## src/rtl/uproc_ctrl.sv

```systemverilog
// uproc_ctrl: 3-cycle fetch/decode/execute sequencer
// driving the 8-bit ALU + accumulator/carry datapath.
module uproc_ctrl #(
  parameter int PC_WIDTH = 8,
  parameter int IW = 12
) (
  input  logic                clk,
  input  logic                Reset,
  output logic [PC_WIDTH-1:0] PAddr,
  input  logic [IW-1:0]       Instr,
  input  logic [7:0]          A,
  input  logic                CY,
  output logic [2:0]          ALUCode,
  output logic [7:0]          R,
  output logic                A_CE,
  output logic                CY_CE,
  output logic                Halted
);

  localparam logic [2:0] ALU_ADD = 3'd1;
  localparam logic [2:0] ALU_SUB = 3'd2;
  localparam logic [2:0] ALU_AND = 3'd3;
  localparam logic [2:0] ALU_OR  = 3'd4;
  localparam logic [2:0] ALU_XOR = 3'd5;
  localparam logic [2:0] ALU_NOT = 3'd6;
  localparam logic [2:0] ALU_LD  = 3'd7;

  localparam logic [3:0] OP_ADD  = 4'h1;
  localparam logic [3:0] OP_SUB  = 4'h2;
  localparam logic [3:0] OP_AND  = 4'h3;
  localparam logic [3:0] OP_OR   = 4'h4;
  localparam logic [3:0] OP_XOR  = 4'h5;
  localparam logic [3:0] OP_NOT  = 4'h6;
  localparam logic [3:0] OP_LD   = 4'h7;
  localparam logic [3:0] OP_JMP  = 4'h8;
  localparam logic [3:0] OP_JC   = 4'h9;
  localparam logic [3:0] OP_JZ   = 4'hA;
  localparam logic [3:0] OP_HALT = 4'hB;

  typedef enum logic [1:0] {
    S_FETCH,
    S_DECODE,
    S_EXEC,
    S_HALT
  } state_t;

  state_t              state;
  state_t              state_nxt;
  logic [PC_WIDTH-1:0] pc;
  logic [PC_WIDTH-1:0] pc_nxt;
  logic [IW-1:0]       ir;

  logic [3:0]          op;
  logic [PC_WIDTH-1:0] tgt;
  logic                is_alu;
  logic                is_arith;

  assign op       = ir[IW-1:IW-4];
  assign tgt      = PC_WIDTH'(ir[7:0]);
  assign is_alu   = (op != 4'h0) && !op[3];
  assign is_arith = (op == OP_ADD) || (op == OP_SUB);

  assign PAddr  = pc;
  assign R      = ir[7:0];
  assign Halted = (state == S_HALT);

  // ALU operation straight from IR; non-ALU opcodes park on LD
  always_comb begin
    ALUCode = ALU_LD;
    case (op)
      OP_ADD:  ALUCode = ALU_ADD;
      OP_SUB:  ALUCode = ALU_SUB;
      OP_AND:  ALUCode = ALU_AND;
      OP_OR:   ALUCode = ALU_OR;
      OP_XOR:  ALUCode = ALU_XOR;
      OP_NOT:  ALUCode = ALU_NOT;
      OP_LD:   ALUCode = ALU_LD;
      default: ALUCode = ALU_LD;
    endcase
  end

  // next state, next PC and datapath enables
  always_comb begin
    state_nxt = state;
    pc_nxt    = pc;
    A_CE      = 1'b0;
    CY_CE     = 1'b0;
    unique case (state)
      S_FETCH:  state_nxt = S_DECODE;
      S_DECODE: state_nxt = S_EXEC;
      S_EXEC: begin
        state_nxt = S_FETCH;
        pc_nxt    = pc + 1'b1;
        unique case (1'b1)
          is_alu: begin
            A_CE  = 1'b1;
            CY_CE = is_arith;
          end
          (op == OP_JMP): pc_nxt = tgt;
          (op == OP_JC): begin
            if (CY) pc_nxt = tgt;
          end
          (op == OP_JZ): begin
            if (A == 8'h00) pc_nxt = tgt;
          end
          (op == OP_HALT): begin
            pc_nxt    = pc;
            state_nxt = S_HALT;
          end
          default: ;
        endcase
      end
      S_HALT: ;
      default: state_nxt = S_FETCH;
    endcase
  end

  // state, PC and instruction register
  always_ff @(posedge clk or posedge Reset) begin
    if (Reset) begin
      state <= S_FETCH;
      pc    <= '0;
      ir    <= '0;
    end else begin
      state <= state_nxt;
      pc    <= pc_nxt;
      if (state == S_DECODE) ir <= Instr;
    end
  end

endmodule

```

## config.mk

```make
export PLATFORM = sky130hd
export DESIGN_NAME = uproc_ctrl
export DESIGN_NICKNAME = d
export VERILOG_FILES = /design/src/rtl/uproc_ctrl.sv
export SDC_FILE = /design/constraint.sdc
export NUM_CORES = 1
export LEC_CHECK = 0
export CORE_ASPECT_RATIO = 0.6
export CORE_UTILIZATION = 44
export DETAILED_ROUTE_END_ITERATION = 10
export GPL_ROUTABILITY_DRIVEN = 0
export GPL_TIMING_DRIVEN = 0
export PLACE_DENSITY = 0.79
export SYNTH_ARGS = -nofsm -noshare
export SYNTH_HDL_FRONTEND = slang
export SYNTH_SLANG_ARGS = --single-unit
```

## constraint.sdc

```tcl
create_clock -name clk -period 2.2 [get_ports clk]
set_input_delay 0.44 -clock clk [delete_from_list [all_inputs] [get_ports clk]]
set_output_delay 0.44 -clock clk [all_outputs]
set_load 0.01 [all_outputs]
```

==> Word level (Yosys, flattened, before mapping) <==
Index checks and enable logic that the tools add are counted.
{ "word_totals": {"register_bits": 22, "wordCells": 36, "input_bits": 23} }
{ "classes": {"eq_ne": 13, "reduce_logical": 8, "n_mux": 10, "bitwise": 1, "add_sub_neg": 1} }
{ "ops": {"columns": ["operator", "count"], "rows": [
  ["case mux 8 bit (4 select lines)", 1],
  ["case mux 3 bit (6 select lines)", 1],
  ["== test 4 bit (second input constant)", 4],
  ["2-to-1 mux 8 bit", 2],
  ["== test 4 x 3 -> 1 bit (second input constant)", 3],
  ["adder 8 x 1 -> 8 bit (second input constant)", 1],
  ["== test 4 x 2 -> 1 bit (second input constant)", 2],
  ["zero test 8 bit", 1],
  ["case mux 2 bit (3 select lines)", 1],
  ["== test 2 bit (second input constant)", 2],
  ["== test 4 x 1 -> 1 bit (second input constant)", 1],
  ["2-to-1 mux 1 bit", 4],
  ["nonzero test 4 bit", 1],
  ["nonzero test 3 bit", 1],
  ["== test 2 x 1 -> 1 bit (second input constant)", 1],
  ["zero test 2 bit", 1],
  ["2-to-1 mux 2 bit", 1],
  ["AND reduction 2 bit", 1],
  ["logical AND 1 bit", 1],
  ["zero test 1 bit", 1],
  ["logical OR 1 bit", 1],
  ["NOT 1 bit", 1]
]} }

==> Longest topological paths before layout <==
{ "logic_depth": {"ltp_word": 4, "mapped_depth": 7, "mapped_depth_nobuf": 6} }

==> Worst setup path after synthesis <==
Ideal clock, no wire load.
{ "synth_timing": {"path_kind": "input to register", "from": "input A[2]", "to": "register pc[2] (netlist: PAddr[2])", "slack_ns": 0.653, "cell_stages": 6, "setup_time_ns": 0.126, "t_arrival_ns": 1.421, "required_time_ns": 2.074, "cell_sequence": "nor4_1 nand4b_1 nand2_2 buf_6 o21ai_2 a221o_1"} }
{ "synth_via": {"elab_chain_len": 3} }
{ "synth_rtl": {"columns": ["item", "line", "rtl"], "rows": [
  ["start, declared", "11", "input logic [7:0] A,"],
  ["zero test 8 bit", "104", "if (A == 8'h00) pc_nxt = tgt;"],
  ["2-to-1 mux 8 bit", "104", null],
  ["case mux 8 bit (4 select lines)", "94", "unique case (1'b1)"],
  ["end signal, assigned", "126", "pc <= pc_nxt;"],
  ["end, declared", "49", "logic [PC_WIDTH-1:0] pc;"]
]} }
Every way passes these cells.
A chain may end at the register's enable or synchronous reset.

==> Final worst setup path <==
{ "layout_timing": {"from": "register ir[8]", "to": "output ALUCode[1]"} }
{ "layout_via": {"elab_chain_len": 2, "word_cells_on_any_way": 7} }
{ "layout_rtl": {"columns": ["item", "line", "rtl"], "rows": [
  ["start, declared", "51", "logic [IW-1:0] ir;"],
  ["start signal, assigned", "127", "if (state == S_DECODE) ir <= Instr;"],
  ["== test 4 x 3 -> 1 bit, or another cell as far along", "70", "case (op)"],
  ["case mux 3 bit (6 select lines) (*)", "70", null],
  ["end, declared", "13", "output logic [2:0] ALUCode,"]
]} }
Mark *: on every way between the ends. The rest lies on a longest branch, timed or not.

==> results.sh <==
export IMPL_outcome="complete, but fails checks"
export IMPL_failed_checks="design-rule violations"
export IMPL_yosys_area_top_type="sky130_fd_sc_hd__dfrtp_1"
export IMPL_synth_top_cells_by_count="sky130_fd_sc_hd__dfrtp_1 (22), sky130_fd_sc_hd__mux2_2 (11), sky130_fd_sc_hd__nor2_1 (9), sky130_fd_sc_hd__buf_4 (8), sky130_fd_sc_hd__nand2_1 (7)"
export IMPL_finalWorstPathRequiredPeriod_ns=1.97
export IMPL_dp_worst_setup_slack_ns=0.0270
export IMPL_netlist_instances=124
export IMPL_antenna_found_initial=0
export IMPL_die_width_um=71.2
export IMPL_detailedRoute_firstPassIterationCount=8
export IMPL_finalCritPeriodShare_pct=89.7
export IMPL_crit_required_ns=1.76
export IMPL_syn_area_cell_um2=10.2
export IMPL_yosys_top_cells_area="sky130_fd_sc_hd__dfrtp_1 (44%), sky130_fd_sc_hd__mux2_2 (9.8%), sky130_fd_sc_hd__ha_1 (4.9%), sky130_fd_sc_hd__buf_4 (4.7%), sky130_fd_sc_hd__a221o_1 (4.0%)"
export IMPL_cp_end_kind="primary output"
export IMPL_power_frac_seq_pct=32.5
export IMPL_holdCritPathClass="reg -> reg"
export IMPL_synthesis_area_mm2=0.00126
export IMPL_timing_final_setup_violations=0
export IMPL_numClockSinks=22
export IMPL_finish_cell_count_without_fillers=205
export IMPL_grt_ovfl_total=0
export IMPL_criticalPathCategory="reg -> out"
export IMPL_final_critical_path_setup_slack_ns=0.226
export IMPL_num_rows=14
export IMPL_power_density_mw_per_mm2=1370
export IMPL_cts_root_buf="sky130_fd_sc_hd__clkbuf_8"
export IMPL_routed_via_density=5.57
export IMPL_cp_cell_sequence="buf_2 > o21ai_0 > clkdlybuf4s50_1"
export IMPL_cp_num_buf_inv=2
export IMPL_grt_util_all_layers_pct=21.8
export IMPL_yosys_cell_types_count=35
export IMPL_cts_hold_buffers_added=0
export IMPL_max_root_sink_buffers=2
export IMPL_io_pins=45
export IMPL_numCtsBuffers=3
export IMPL_cts_reportedPaths_clkPinSlew_ns=0.08
export IMPL_crit_slowest_cell="sky130_fd_sc_hd__clkdlybuf4s50_1"
export IMPL_post_route_cells_drive_above_1_share_pct=20.2
export IMPL_crit_fanout=10
export IMPL_synth_most_common_cell="sky130_fd_sc_hd__dfrtp_1"
export IMPL_maxCapViolCount=0
export IMPL_synth_edf_count=0
export IMPL_power_combinational_fraction_pct=52.3
export IMPL_synth_warning_count=0
export IMPL_height_of_the_chip_um=43.5
export IMPL_intPower_uw=1600
export IMPL_finalClockSkew_ns=0.00184
export IMPL_antenna_cells_inserted=0
export IMPL_power_frac_clock_pct=15.3
export IMPL_crit_path_max_incr_delay_ns=0.55
export IMPL_stdcell_area_mm2=0.00184
export IMPL_grt_setup_unrepaired="no"
export IMPL_n_fill_cell=181
export IMPL_worst_slew_pin_transition_ns=0.822
export IMPL_nets=202
export IMPL_postRouteAntennaNets=0
export IMPL_switching_power_uw=912
export IMPL_placed_cells=200
export IMPL_ys_dominant_reg_cell="sky130_fd_sc_hd__dfrtp_1"
export IMPL_synth_yosys_seq_area_share_pct=43.5
export IMPL_insertion_delay_ns=0.27
export IMPL_grt_max_degree=23
export IMPL_first_pass_grt_wire_length_um=5090
export IMPL_leakage_uw=0.000795
export IMPL_dr_total_vias=1142
export IMPL_setup_total_negative_slack_ns=0
export IMPL_timing_max_slew_rel_slack_pct=45.1
export IMPL_die_area_mm2=0.00310
export IMPL_wl_per_cell_um=14.8
export IMPL_synth_nets=152
export IMPL_layout_area_overhead_vs_synth_pct=45.3
export IMPL_drc=3
export IMPL_initial_utilization_pct=48.5
export IMPL_multi_input_area_um2=616
export IMPL_synth_seq_cells=22
export IMPL_power_switching_share_pct=36.3
export IMPL_routed_wl_um=3040
export IMPL_synth_async_reset_ratio_pct=100
export IMPL_placeableCoreArea_mm2=0.00261
export IMPL_hpwl_um=2250
export IMPL_ir_worst_vdd_v=0.000740
export IMPL_placed_cell_areas_mm2=0.00175
export IMPL_via_count_of_the_first_global_routing_pass=1065
export IMPL_endpoints_failing_hold=0
export IMPL_worstPathArrival_ns=1.53
export IMPL_detailedRoute_firstIterationViolations=74
export IMPL_critPathTopFamily="buffers and inverters"
export IMPL_sequential_cell_area_um2=551
export IMPL_port_buffers=44
export IMPL_cts_tree="done"
export IMPL_critPathLaunchType="register"
export IMPL_report_final_slew_viol_count=0
export IMPL_max_clock_freq_ghz=0.506
export IMPL_htree_num_levels=1
export IMPL_synth_top_cell_area_share_pct=43.5
[worst register-to-register path: cells and delay by family, from the launching register on]
kind	cells	cell delay [ns]
DFF	1	0.42
muxes	1	0.42
adders and majority gates	1	0.24
buffers and inverters	2	0.64
[state kept, by name (all words and copies together) (netlist names)]
| name | flops |
|---|---|
| ir | 12 |
| state | 2 |
| PAddr | 8 |
[per-layer routing]
metal  routed length, um  vias to the layer above  GRT usage [%]
li1                    -                      540              -
met1                1380                      537           30.1
met3                 270                        4           4.65
met4                  41                        0           7.20
met5                   0                        -              0
met2                1360                       61           34.7
[kinds of logic (layout without fill, tap and decap cells)]
| family | after synthesis | in the layout | share of synthesized area (%) |
|---|---|---|---|
| AO/OA/AOI/OAI | 24 | 24 | 13.8 |
| XOR/XNOR | 1 | 1 | 0.693 |
| adder cells (fa/ha/maj) | 5 | 5 | 4.95 |
| buffers and inverters | 19 | 68 | 8.80 |
| flip-flops | 22 | 22 | 43.5 |
| multiplexers | 13 | 13 | 11.5 |
| AND/OR/NAND/NOR | 40 | 40 | 16.8 |
[final timing paths]
path / from / endpoint / slack [ns] / depth (start not counted)
max: ir[8] / ALUCode[1] / 0.23 / 3
min reg2reg: ir[7] / ir[7] / 0.55 / 1
max in group asynchronous: Reset / PAddr[7] / 1.07 / 2
min in group asynchronous: Reset / ir[0] / 0.63 / 2
min: ir[7] / ir[7] / 0.55 / 1
max reg2reg: state[0] / ir[2] / 0.36 / 4
[cell type report]
| class | instances | area share (%) |
|---|---|---|
| plain buffers | 12 | 4.63 |
| clock buffers | 3 | 2.25 |
| clock inverters | 1 | 1.63 |
| inverters | 7 | 1.43 |
| multi-input cells | 83 | 33.5 |
| flip-flops and latches | 22 | 30.0 |
| well taps | 32 | 2.18 |
| repair buffers | 45 | 24.4 |
[per-stage QoR]
stage	hold slack, ns	utilization [%]	power, uW
2_1_floorplan	0.429	-	1540
3_3_place_gp	0.520	66.9	2050
3_5_place_dp	0.536	66.9	2100
4_1_cts	0.552	70.0	2510
5_1_grt	0.574	70.4	2680
6_report	0.554	70.4	2520
[power groups by stage]
stage | Sequential (uW) | Clock, uW | Combinational, uW
5_1_grt | 848 | 406 | 1430
6_report | 816 | 384 | 1310
4_1_cts | 811 | 393 | 1310
3_3_place_gp | 797 | 0 | 1250
3_5_place_dp | 814 | 0 | 1290
2_1_floorplan | 774 | 0 | 768
[what timing repair did]
action	in CTS	in global routing
resized for setup	4	1
setup endpoints to repair	2	1
buffers inserted	0	1
[cells in the final DEF (no fill, tap or decap), types with 2 or more instances in the layout]
cell type                         Yosys  routed
sky130_fd_sc_hd__a211o_1              2       2
sky130_fd_sc_hd__a21oi_1              4       4
sky130_fd_sc_hd__a221o_1              5       5
sky130_fd_sc_hd__and3_1               4       4
sky130_fd_sc_hd__buf_2                2       2
sky130_fd_sc_hd__buf_4                8       9
sky130_fd_sc_hd__clkbuf_8             0       3
sky130_fd_sc_hd__clkdlybuf4s50_1      0      42
sky130_fd_sc_hd__dfrtp_1             22      22
sky130_fd_sc_hd__ha_1                 5       4
sky130_fd_sc_hd__inv_1                6       5
sky130_fd_sc_hd__inv_2                1       2
sky130_fd_sc_hd__mux2_2              11      11
sky130_fd_sc_hd__nand2_1              7       7
sky130_fd_sc_hd__nand3_1              5       5
sky130_fd_sc_hd__nor2_1               9       9
sky130_fd_sc_hd__nor3_1               3       3
sky130_fd_sc_hd__nor4_1               4       4
sky130_fd_sc_hd__o21ai_0              6       6
sky130_fd_sc_hd__o21ai_2              2       2
sky130_fd_sc_hd__or3_1                2       2
No activity file was read; power rests on OpenSTA's default activity.
==> edit: new RTL, same flow settings <==
Re-encode `state_t` (4 states) as one-hot, 4 bits wide.
--- a/src/rtl/uproc_ctrl.sv
+++ b/src/rtl/uproc_ctrl.sv
@@ -38,9 +38,9 @@
   localparam logic [3:0] OP_HALT = 4'hB;
 
-  typedef enum logic [1:0] {
-    S_FETCH,
-    S_DECODE,
-    S_EXEC,
-    S_HALT
+  typedef enum logic [3:0] {
+    S_FETCH  = 4'b0001,
+    S_DECODE = 4'b0010,
+    S_EXEC   = 4'b0100,
+    S_HALT   = 4'b1000
   } state_t;
 
Formal check against the unedited RTL: no difference found for any inputs over 10 cycles, from zero or initial values and one cycle with Reset high; not proved beyond that.
==> edit against the original RTL <==
- the flow still finishes with violations (design-rule violations)
- core utilization decreased by 0.67 points
- first-iteration DRC count increased by 5.4%
- setup slack got worse by 0.14 ns
- sequential share of layout area is 3.1 points higher
- hold slack got worse by 0.023 ns
- cell count down 3.4%
- power down 6.0%
- sequential cell count is 2 higher
- die area is 0.39% higher
- final area fell by 0.95%
- fmax decreased by 6.8%
- wire length decreased by 2.5%
- area after synthesis increased by 0.40%
- critical path type unchanged
- largest power group unchanged
==> edit: results (changes against the original RTL) <==
| Metric | Value |
|---|---|
| Status | `finished, violations left` |
| Failing checks | `design-rule violations` |
| Max rail drop VDD | `0.687 mV (-7.2%)` |
| Synth Area in Compound Gates | `8.67% (-5.1 points)` |
| Hold slack | `0.531 ns (-0.0233 ns)` |
| Relative slew margins | `40.0% (-5.2 points)` |
| Arr. time, crit path | `1.68 ns (+0.15 ns)` |
| DR pass1 iterations | `7 (-1)` |
| Int Power | `1.57 mW (-2.3%)` |
| Filler Cells Inserted | `187 (+3.3%)` |
| Wire per inst | `15.0 um (+0.98%)` |
| Largest net degree at the start of global routing | `25 (+8.7%)` |
| # DRC | `3 (unchanged)` |
| CP max FO | `9 (-1)` |
| Seq/Total Area, Yosys | `47.4% (+3.9 points)` |
| Fraction of layout cells with a size suffix above 1 | `23.5% (+3.3 points)` |
| Post-Synth XOR/XNOR Area | `0.690% (-0.0027 points)` |
| Crit-path max cell delay | `0.48 ns (-0.07 ns)` |
| DRT iter0 DRCs | `78 (+5.4%)` |
| R2R Path End | `PAddr[6]$_DFFE_PP0P_` |
| Synth top cells by count | `23 x dfrtp_1, 12 x mux2_2, 9 x buf_4, 9 x nand2_1, 7 x o21ai_0` |
| DP Cell Count | `195 (-2.5%)` |
| Pleak | `0.778 nW (-2.1%)` |
| First-pass GRT wire length | `5110 um (+0.53%)` |
| Hold path startpoint | `state[3]$_DFFE_PP0N_` |
| Skew final | `0.00440 ns (+0.00256 ns)` |
| Syn_nets | `143 (-5.9%)` |
| HPWL after detailed placement | `2230 um (-1.2%)` |
| Largest cells by area after synthesis | `dfrtp_1 45%, mux2_2 11%, buf_4 5.3%, mux2i_1 3.9%, nor4b_1 2.8%` |
| Worst r2r src | `ir[8]$_DFFE_PP0P_` |
| Via Count | `1058 (-7.4%)` |
| Synth Instances | `119 (-4.0%)` |
| Fraction of synthesized area in multiplexers | `14.6% (+3.1 points)` |
| FF-to-FF setup slack | `0.17 ns (-0.19 ns)` |
| Gr usage total | `22.2% (+0.37 points)` |
| Post-synthesis cell type count | `34 (-2.9%)` |
| Final #Nets | `191 (-5.4%)` |
| Crit. Startpoint | `ir[11]$_DFFE_PP0P_` |
| Reg2reg path depth | `7 (+3)` |
| Synth Area in Adders | `0.985% (-4.0 points)` |
| Place WS | `-0.132 ns (-0.159 ns)` |
| Max Freq | `472 MHz (-6.8%)` |
## edit: routing by layer
metal,wire [um],up-vias,global-route usage [%]
li1,-,515,-
met1,1400,507,28.5
met2,1360,30,35.0
met3,144,6,6.51
met4,59,0,10.8
met5,0,-,0
## edit: power groups by stage
stage          sequential (mW)  combinational [mW]  clock (mW)
2_1_floorplan            0.801               0.668           0
3_3_place_gp             0.810                1.11           0
3_5_place_dp             0.829                1.15           0
4_1_cts                  0.840                1.13       0.399
5_1_grt                  0.884                1.22       0.423
6_report                 0.848                1.12       0.392
## edit: layout make-up
class,count,area [um^2],area share (%)
sequential,24,602,33.1
multi-input combinational,76,571,31.3
timing repair buffer,44,430,23.6
buffer,13,87.6,4.81
clock buffer,3,41.3,2.27
tap,32,40.0,2.20
clock inverter,1,30.0,1.65
inverter,5,18.8,1.03
